### src/rtl/jpeg_dec_pkg.sv
// Shared definitions for the JPEG decode page output path: token layout and
// sequencer state encoding.
package jpeg_dec_pkg;

    localparam int unsigned CHAN_W   = 3;
    localparam int unsigned COEF_W   = 9;

    // Tagged token layout: {chan[CHAN_W-1:0], coef[COEF_W-1:0]}
    localparam int unsigned COEF_LSB = 0;
    localparam int unsigned CHAN_LSB = COEF_W;

    typedef enum logic [1:0] {
        RUN     = 2'd0,
        COLLECT = 2'd1,
        EMIT    = 2'd2
    } decState_e;

endpackage

### src/rtl/jpeg_dec_out_reg.sv
// Single-entry pipelined output register with valid/back-pressure handshake;
// loads and unloads in the same cycle so a full-rate stream has no bubbles.
module jpeg_dec_out_reg #(
    parameter int unsigned W = 12
) (
    input  logic         clock,
    input  logic         reset,
    input  logic         load,
    input  logic [W-1:0] loadD,
    input  logic         loadE,
    output logic         canLoad,
    output logic [W-1:0] outD,
    output logic         outE,
    output logic         outV,
    input  logic         outB
);

    assign canLoad = !outV || !outB;

    always_ff @(posedge clock) begin
        if (reset) begin
            outV <= 1'b0;
            outE <= 1'b0;
            outD <= '0;
        end else if (canLoad) begin
            outV <= load;
            if (load) begin
                outD <= loadD;
                outE <= loadE;
            end
        end
    end

endmodule

### src/rtl/jpeg_dec_coef_serializer.sv
// Round-robin merge of the eight coefficient channels into one tagged stream,
// with row/block tracking and end-of-stream alignment across channels.
module jpeg_dec_coef_serializer
    import jpeg_dec_pkg::*;
#(
    parameter int unsigned NCH  = 8,
    parameter int unsigned DW   = COEF_W,
    parameter int unsigned ROWS = 8
) (
    input  logic                  clock,
    input  logic                  reset,
    input  logic [NCH*DW-1:0]     in_d,
    input  logic [NCH-1:0]        in_e,
    input  logic [NCH-1:0]        in_v,
    output logic [NCH-1:0]        in_b,
    output logic [DW+CHAN_W-1:0]  out_d,
    output logic                  out_e,
    output logic                  out_v,
    input  logic                  out_b,
    output logic                  blk_done,
    output logic                  err_eos
);

    localparam int unsigned ROW_W = $clog2(ROWS);

    decState_e            state, stateNext;
    logic [CHAN_W-1:0]    ptr, ptrNext;
    logic [ROW_W-1:0]     row, rowNext;
    logic                 canLoad, portOpen, accept;
    logic                 load, loadE, blkPulse, errSet;
    logic [DW+CHAN_W-1:0] loadD;
    logic [DW-1:0]        curD;
    logic                 curE;

    // Only the channel under the pointer is ever offered a slot; in_b never looks at in_v.
    assign portOpen = !reset && canLoad && (state != EMIT);
    assign accept   = portOpen && in_v[ptr];
    assign curD     = in_d[int'(ptr)*DW +: DW];
    assign curE     = in_e[ptr];

    always_comb begin
        for (int unsigned i = 0; i < NCH; i++) begin
            in_b[i] = !(portOpen && (CHAN_W'(i) == ptr));
        end
    end

    always_ff @(posedge clock) begin
        if (reset) begin
            state   <= RUN;
            ptr     <= '0;
            row     <= '0;
            err_eos <= 1'b0;
        end else begin
            state <= stateNext;
            ptr   <= ptrNext;
            row   <= rowNext;
            if (errSet) begin
                err_eos <= 1'b1;
            end
        end
    end

    always_comb begin
        stateNext = state;
        ptrNext   = ptr;
        rowNext   = row;
        load      = 1'b0;
        loadE     = 1'b0;
        loadD     = '0;
        blkPulse  = 1'b0;
        errSet    = 1'b0;
        loadD[CHAN_LSB +: CHAN_W] = ptr;
        loadD[COEF_LSB +: DW]     = curD;

        unique case (state)
            RUN: begin
                if (accept) begin
                    ptrNext = ptr + 1'b1;
                    if (!curE) begin
                        load = 1'b1;
                        if (ptr == CHAN_W'(NCH - 1)) begin
                            if (row == ROW_W'(ROWS - 1)) begin
                                rowNext  = '0;
                                blkPulse = 1'b1;
                            end else begin
                                rowNext = row + 1'b1;
                            end
                        end
                    end else if (ptr == '0) begin
                        stateNext = COLLECT;
                        errSet    = (row != '0);
                    end else begin
                        errSet = 1'b1;
                    end
                end
            end
            COLLECT: begin
                if (accept) begin
                    ptrNext = ptr + 1'b1;
                    errSet  = !curE;
                    if (ptr == CHAN_W'(NCH - 1)) begin
                        stateNext = EMIT;
                    end
                end
            end
            EMIT: begin
                if (canLoad) begin
                    load      = 1'b1;
                    loadE     = 1'b1;
                    loadD     = '0;
                    stateNext = RUN;
                    ptrNext   = '0;
                    rowNext   = '0;
                end
            end
            default: stateNext = RUN;
        endcase
    end

    assign blk_done = !reset && blkPulse;

    jpeg_dec_out_reg #(
        .W (DW + CHAN_W)
    ) uOutReg (
        .clock   (clock),
        .reset   (reset),
        .load    (load),
        .loadD   (loadD),
        .loadE   (loadE),
        .canLoad (canLoad),
        .outD    (out_d),
        .outE    (out_e),
        .outV    (out_v),
        .outB    (out_b)
    );

endmodule
### config.mk
export PLATFORM = sky130hd
export DESIGN_NAME = jpeg_dec_coef_serializer
export DESIGN_NICKNAME = d
export VERILOG_FILES = /design/src/rtl/jpeg_dec_pkg.sv /design/src/rtl/jpeg_dec_out_reg.sv /design/src/rtl/jpeg_dec_coef_serializer.sv
export SDC_FILE = /design/constraint.sdc
export NUM_CORES = 1
export LEC_CHECK = 0
export ABC_AREA = 1
export CAP_MARGIN = 40
export CORE_MARGIN = 2
export CORE_UTILIZATION = 51
export DETAILED_ROUTE_END_ITERATION = 10
export DONT_BUFFER_PORTS = 1
export PLACE_DENSITY = 0.69
export SLEW_MARGIN = 20
export SYNTH_ARGS = -nofsm -noshare
export SYNTH_HDL_FRONTEND = slang
export SYNTH_SLANG_ARGS = --single-unit
### constraint.sdc
create_clock -name clock -period 1.6 [get_ports clock]
set_clock_uncertainty 0.05 [all_clocks]
set_input_delay 0.16 -clock clock [delete_from_list [all_inputs] [get_ports clock]]
set_output_delay 0.16 -clock clock [all_outputs]
set_load 0.03 [all_outputs]
# --- Word-level counts from Yosys, hierarchy flattened ---
# Cells that the tools add are included.
word_totals:
  word_cells: 103
  reg_bits: 23
  out_inout_bits: 24
op_classes:
  mul: 1
  reduce_logical: 35
  n_lt_le_gt_ge: 1
  n_mux: 35
  eq_ne: 21
  add_sub_neg: 2
  shifts: 1
ops:
  columns: ["cell", "n"]
  rows:
  - ["$shiftx A72 B8 Y9", 1]
  - ["$mux W3", 6]
  - ["$ne A2 B2 Y1 const B", 9]
  - ["$mux W1", 15]
  - ["$eq A3 B3 Y1 const A", 4]
  - ["$logic_and A1 B1 Y1", 12]
  - ["$logic_not A1 Y1", 12]
  - ["$mux W12", 1]
  - ["$mux W2", 6]
  - ["$pmux W3 S2", 2]
  - ["$mul A3 B4 Y7 const B", 1]
  - ["$add A3 B1 Y3 const B", 2]
  - ["$bmux W1 S3", 2]
  - ["$eq A2 B3 Y1 const A", 2]
  - ["$eq A3 B3 Y1 const B", 2]
  - ["$pmux W2 S3", 1]
  - ["$reduce_and A6 Y1", 1]
  - ["$reduce_and A5 Y1", 1]
  - ["$lt A3 B4 Y1 const B", 1]
  - ["$pmux W1 S2", 2]
  - ["$reduce_bool A2 Y1", 2]
  - ["$eq A1 B3 Y1 const A", 1]
  - ["$logic_not A3 Y1", 1]
  - ["$reduce_and A3 Y1", 1]
  - ["8 further kinds", 8]

# --- Depth between registers and ports, before layout ---
logic_depth:
  ltp_word: 8
  ltp_mapped: 14
  depth_no_buf: 11

# --- Cells and area by module ---
# A second synthesis with hierarchy kept.
unflattened:
  hier_cells: 374
  area_unflattened_um2: 2272.2
by_module_without_submodules:
  columns: ["mod", "area_each_um2", "instances", "cells_each"]
  rows:
  - ["jpeg_dec_coef_serializer", 1599.0, 1, 285]
  - ["jpeg_dec_out_reg", 673.1, 1, 89]

# --- Worst setup path before layout ---
# OpenSTA, ideal clock, no wires.
synth_timing:
  kind: "register -> output"
  from: "register uOutReg.outV"
  to: "output blk_done"
  setup_slack_ns: -0.483
  t_required_ns: 1.390
  stages_incl_launch_ff: 8
  n_path_buf: 0
  t_arrival_ns: 1.873
  cell_sequence: "dfxtp_1 -> nand2_1 -> nand3_2 -> nor2_2 -> nand2_1 -> a21oi_1 -> nand2_1 -> nor3_1"
synth_between:
  elab_chain_len: 8
synth_rtl:
  columns: ["item", "line_no", "source"]
  rows:
  - ["from (decl)", "jpeg_dec_out_reg.sv:14", "output logic outV,"]
  - ["from (signal assigned)", "jpeg_dec_out_reg.sv:26", "outV <= load;"]
  - ["$logic_not A1 Y1", "jpeg_dec_out_reg.sv:18", "assign canLoad = !outV || !outB;"]
  - ["$logic_or A1 B1 Y1", "jpeg_dec_out_reg.sv:18", null]
  - ["$logic_and A1 B1 Y1 (2 in series)", "jpeg_dec_coef_serializer.sv:36", "assign portOpen = !reset && canLoad && (state != EMIT);"]
  - ["$logic_and A1 B1 Y1", "jpeg_dec_coef_serializer.sv:37", "assign accept = portOpen && in_v[ptr];"]
  - ["$mux W1", "jpeg_dec_coef_serializer.sv:77", "if (accept) begin"]
  - ["$mux W1", "jpeg_dec_coef_serializer.sv:75", "unique case (state)"]
  - ["$logic_and A1 B1 Y1", "jpeg_dec_coef_serializer.sv:120", "assign blk_done = !reset && blkPulse;"]
  - ["to (decl)", "jpeg_dec_coef_serializer.sv:20", "output logic blk_done,"]
# Every way passes these cells.

# --- Worst setup path in the final report ---
layout_timing:
  from: "register ptr[0]"
  to: "output blk_done"
layout_between:
  elab_chain_len: 6
layout_rtl:
  columns: ["item", "line_no", "source"]
  rows:
  - ["from (decl)", "jpeg_dec_coef_serializer.sv:27", "logic [CHAN_W-1:0] ptr, ptrNext;"]
  - ["from (signal assigned)", "jpeg_dec_coef_serializer.sv:55", "ptr <= ptrNext;"]
  - ["$bmux W1 S3 (tied with other cells)", "jpeg_dec_coef_serializer.sv:39", "assign curE = in_e[ptr];"]
  - ["$mux W1, on equally long branches", "jpeg_dec_coef_serializer.sv:39, jpeg_dec_coef_serializer.sv:81, jpeg_dec_coef_serializer.sv:37", null]
  - ["$mux W1 / $logic_and A1 B1 Y1 (equally long branches)", "jpeg_dec_coef_serializer.sv:79, jpeg_dec_coef_serializer.sv:37", null]
  - ["$mux W1 (*)", "jpeg_dec_coef_serializer.sv:77", null]
  - ["$mux W1 (*)", "jpeg_dec_coef_serializer.sv:75", null]
  - ["$logic_and A1 B1 Y1 (*)", "jpeg_dec_coef_serializer.sv:120", null]
# Every way passes the cells marked *; elsewhere a longest branch is shown, timed or not. The select of a mux whose other input is x is not followed.

==> metrics.cfg <==
[timing]
fin_crit_ps=2010
finalHoldViolCount=0
fmax_mhz=497
finalSetupViolCount=28
setup_slack_ps=-411
slew_violations=0
worst_pin_slew_ps=341
relSlewSlack=0.772
rsz0062_at_grt=true
whs_ps=159
post-route-period-util=1.26
setup_tns_ps=-5210

[cts]
cts_buffers=3
clock-root-buffer=clkbuf_8
clk_path_buf_depth=2
cts_max_level=1
clk_latency_ps=270
cts_sinks=23
clk_pin_slew_ps=90
cts_tree=built

[synth]
syn_area_per_cell_um2=5.78
yosysTopAreaCell=dfxtp_1
async_flop_share=0
synth.most_common_cell=nand2_1
synth-seq-area-share=0.215
synth-edff-count=0
synthFlopType=dfxtp_1
synth_area_leaders=dfxtp_1 (21%), nand2_1 (14%), nor2_1 (12%)
yosysWarningCount=0
synth_top_area_share=0.215
yosys-top-cells-count=nand2_1 (80), nor2_1 (67), o21ai_0 (40)
synthesis.nets=471
synth_cells=371
synth_area_um2=2150
ys_ff_latch=23
ys_types=24

[die]
start_util=0.533
die_width_um=68.9
fp.coreArea_um2=4030
num_rows=23
dieHeight_um=68.9
io_pins=115
fp.dieArea_um2=4740

[detailed_routing]
antenna_left=0
wl_per_cell_um=15.8
avgViaCountPerCell=5.79
drtIter0Drc=294
num_vias=2599
drc=0
routed_wl_mm=7.09
firstDrtPassIters=5

[critical_path]
cp_max_fo=6
worstPathRequired_ps=1390
crit_arrival_ps=1800
startpoint_type=flip-flop
crit_path_end_kind=output port
crit_type=reg2out

[global_route]
grt_overflow=0
grt_max_degree=38
antenna_found_initial=0
grt_usage=0.243
grt_pass1_wl_mm=8.87
grt_pass1_vias=2084

[power]
leakagePower_nw=1.41
p_per_area_nw_per_um2=881
vdd_drop_max_uv=633

[final_layout]
drive_gt1_frac=0.263
diodes=0
fillers=334
final_nets=500
finalNonFillerCells=449
area_growth_pct=32.0
fin_area_um2=2830
final_core_util=0.703

[run_status]
status=finished, violations left
violations=setup timing

[placement]
dpl-instance-area_um2=2370
port_buffers=0
dp_hpwl_mm=4.44
place_congestion=0.841
place_inst=428

[flow_run]
maxCapViolCount=0

[min_path]
hold_path_class=in2reg

[cells by family after synthesis]
| family | synth area share |
|---|---|
| and+or+nand+nor | 0.407 |
| AOI/OAI and AO/OA | 0.192 |
| adders and majority gates | 0.0525 |
| DFF | 0.215 |
| buffers and inverters | 0.134 |
[through the flow]
step                      total power (W)  setup WS (ps)
after floorplan                   0.00160          -67.4
after global placement            0.00177          -45.6
after detailed placement          0.00179          -90.9
final                             0.00249           -411
after global routing              0.00265           -453
after CTS                         0.00218           -325
[what timing repair did]
| action | 4_1_cts | 5_1_grt |
|---|---|---|
| setup endpoints to repair | 24 | 31 |
| gates cloned | 0 | 2 |
| pin swaps | 0 | 22 |
| gates resized for setup | 7 | 63 |
| endpoints found under the hold margin | 6 | 6 |
| buffers inserted | 0 | 15 |
[cells in the final DEF (no fill, tap or decap), types with 2 or more instances in the layout]
| cell | instances |
|---|---|
| dfxtp_2 | 2 |
| nand2_1 | 58 |
| nor2_1 | 67 |
| nor2_4 | 3 |
| clkinvlp_4 | 2 |
| buf_12 | 6 |
| inv_6 | 2 |
| clkbuf_16 | 2 |
| nand3b_1 | 12 |
| nand3_1 | 21 |
| inv_1 | 32 |
| clkbuf_8 | 3 |
| nand2_4 | 8 |
| nand3_2 | 7 |
| a21oi_2 | 4 |
| a21oi_1 | 15 |
| dfxtp_1 | 20 |
| o22ai_1 | 18 |
| inv_2 | 3 |
| nand2_2 | 17 |
| buf_6 | 6 |
| buf_4 | 32 |
| ha_1 | 7 |
| o21ai_0 | 39 |
[state kept, by name, summed over array words and instances, names as in the netlist]
name          count
row               3
uOutReg.outE      1
err_eos           1
uOutReg.outD     12
state             2
uOutReg.outV      1
ptr               3
[final cells by class]
class | instances | area (µm²) | area share
clock buffers | 3 | 41.3 | 0.0146
clock inverters | 1 | 7.51 | 0.00265
inverters | 39 | 163 | 0.0574
multi-input cells | 286 | 1600 | 0.566
flip-flops and latches | 23 | 467 | 0.165
well taps | 50 | 62.6 | 0.0221
repair buffers | 47 | 488 | 0.172
[worst paths after layout]
| kind | start | end | slack [ps] | cells after the start |
|---|---|---|---|---|
| setup / recovery | ptr[0] | blk_done | -410 | 10 |
| hold / removal | out_b | uOutReg.outV | 160 | 4 |
| setup reg to reg | ptr[0] | ptr[2] | -250 | 13 |
| hold reg to reg | row[0] | row[0] | 480 | 2 |
[where the power goes]
| part | switching, W | total [W] | leakage [nW] | internal, W |
|---|---|---|---|---|
| logic | 0.000734 | 0.00127 | 1.19 | 0.000538 |
| registers | 0.000180 | 0.000838 | 0.189 | 0.000657 |
| clock network | 0.000208 | 0.000384 | 0.0217 | 0.000177 |
| total | 0.00112 | 0.00249 | 1.41 | 0.00137 |
[metal layers]
metal	vias to the layer above	track usage	wire, µm
li1	1259	-	-
met1	1185	0.290	2740
met2	135	0.454	3650
met3	20	0.0487	533
met4	0	0.0392	174
met5	-	0	0
[critical path: stages (launching register included)]
cell,delay [ps]
dfxtp_4,420
inv_6,50
buf_6,130
nand2_1,60
nand3_1,60
nand2_1,80
nand2_2,90
a21oi_4,170
nand2_2,100
nor3_4,220
buf_12,140
Note: power is estimated with default switching activity, not from simulation.
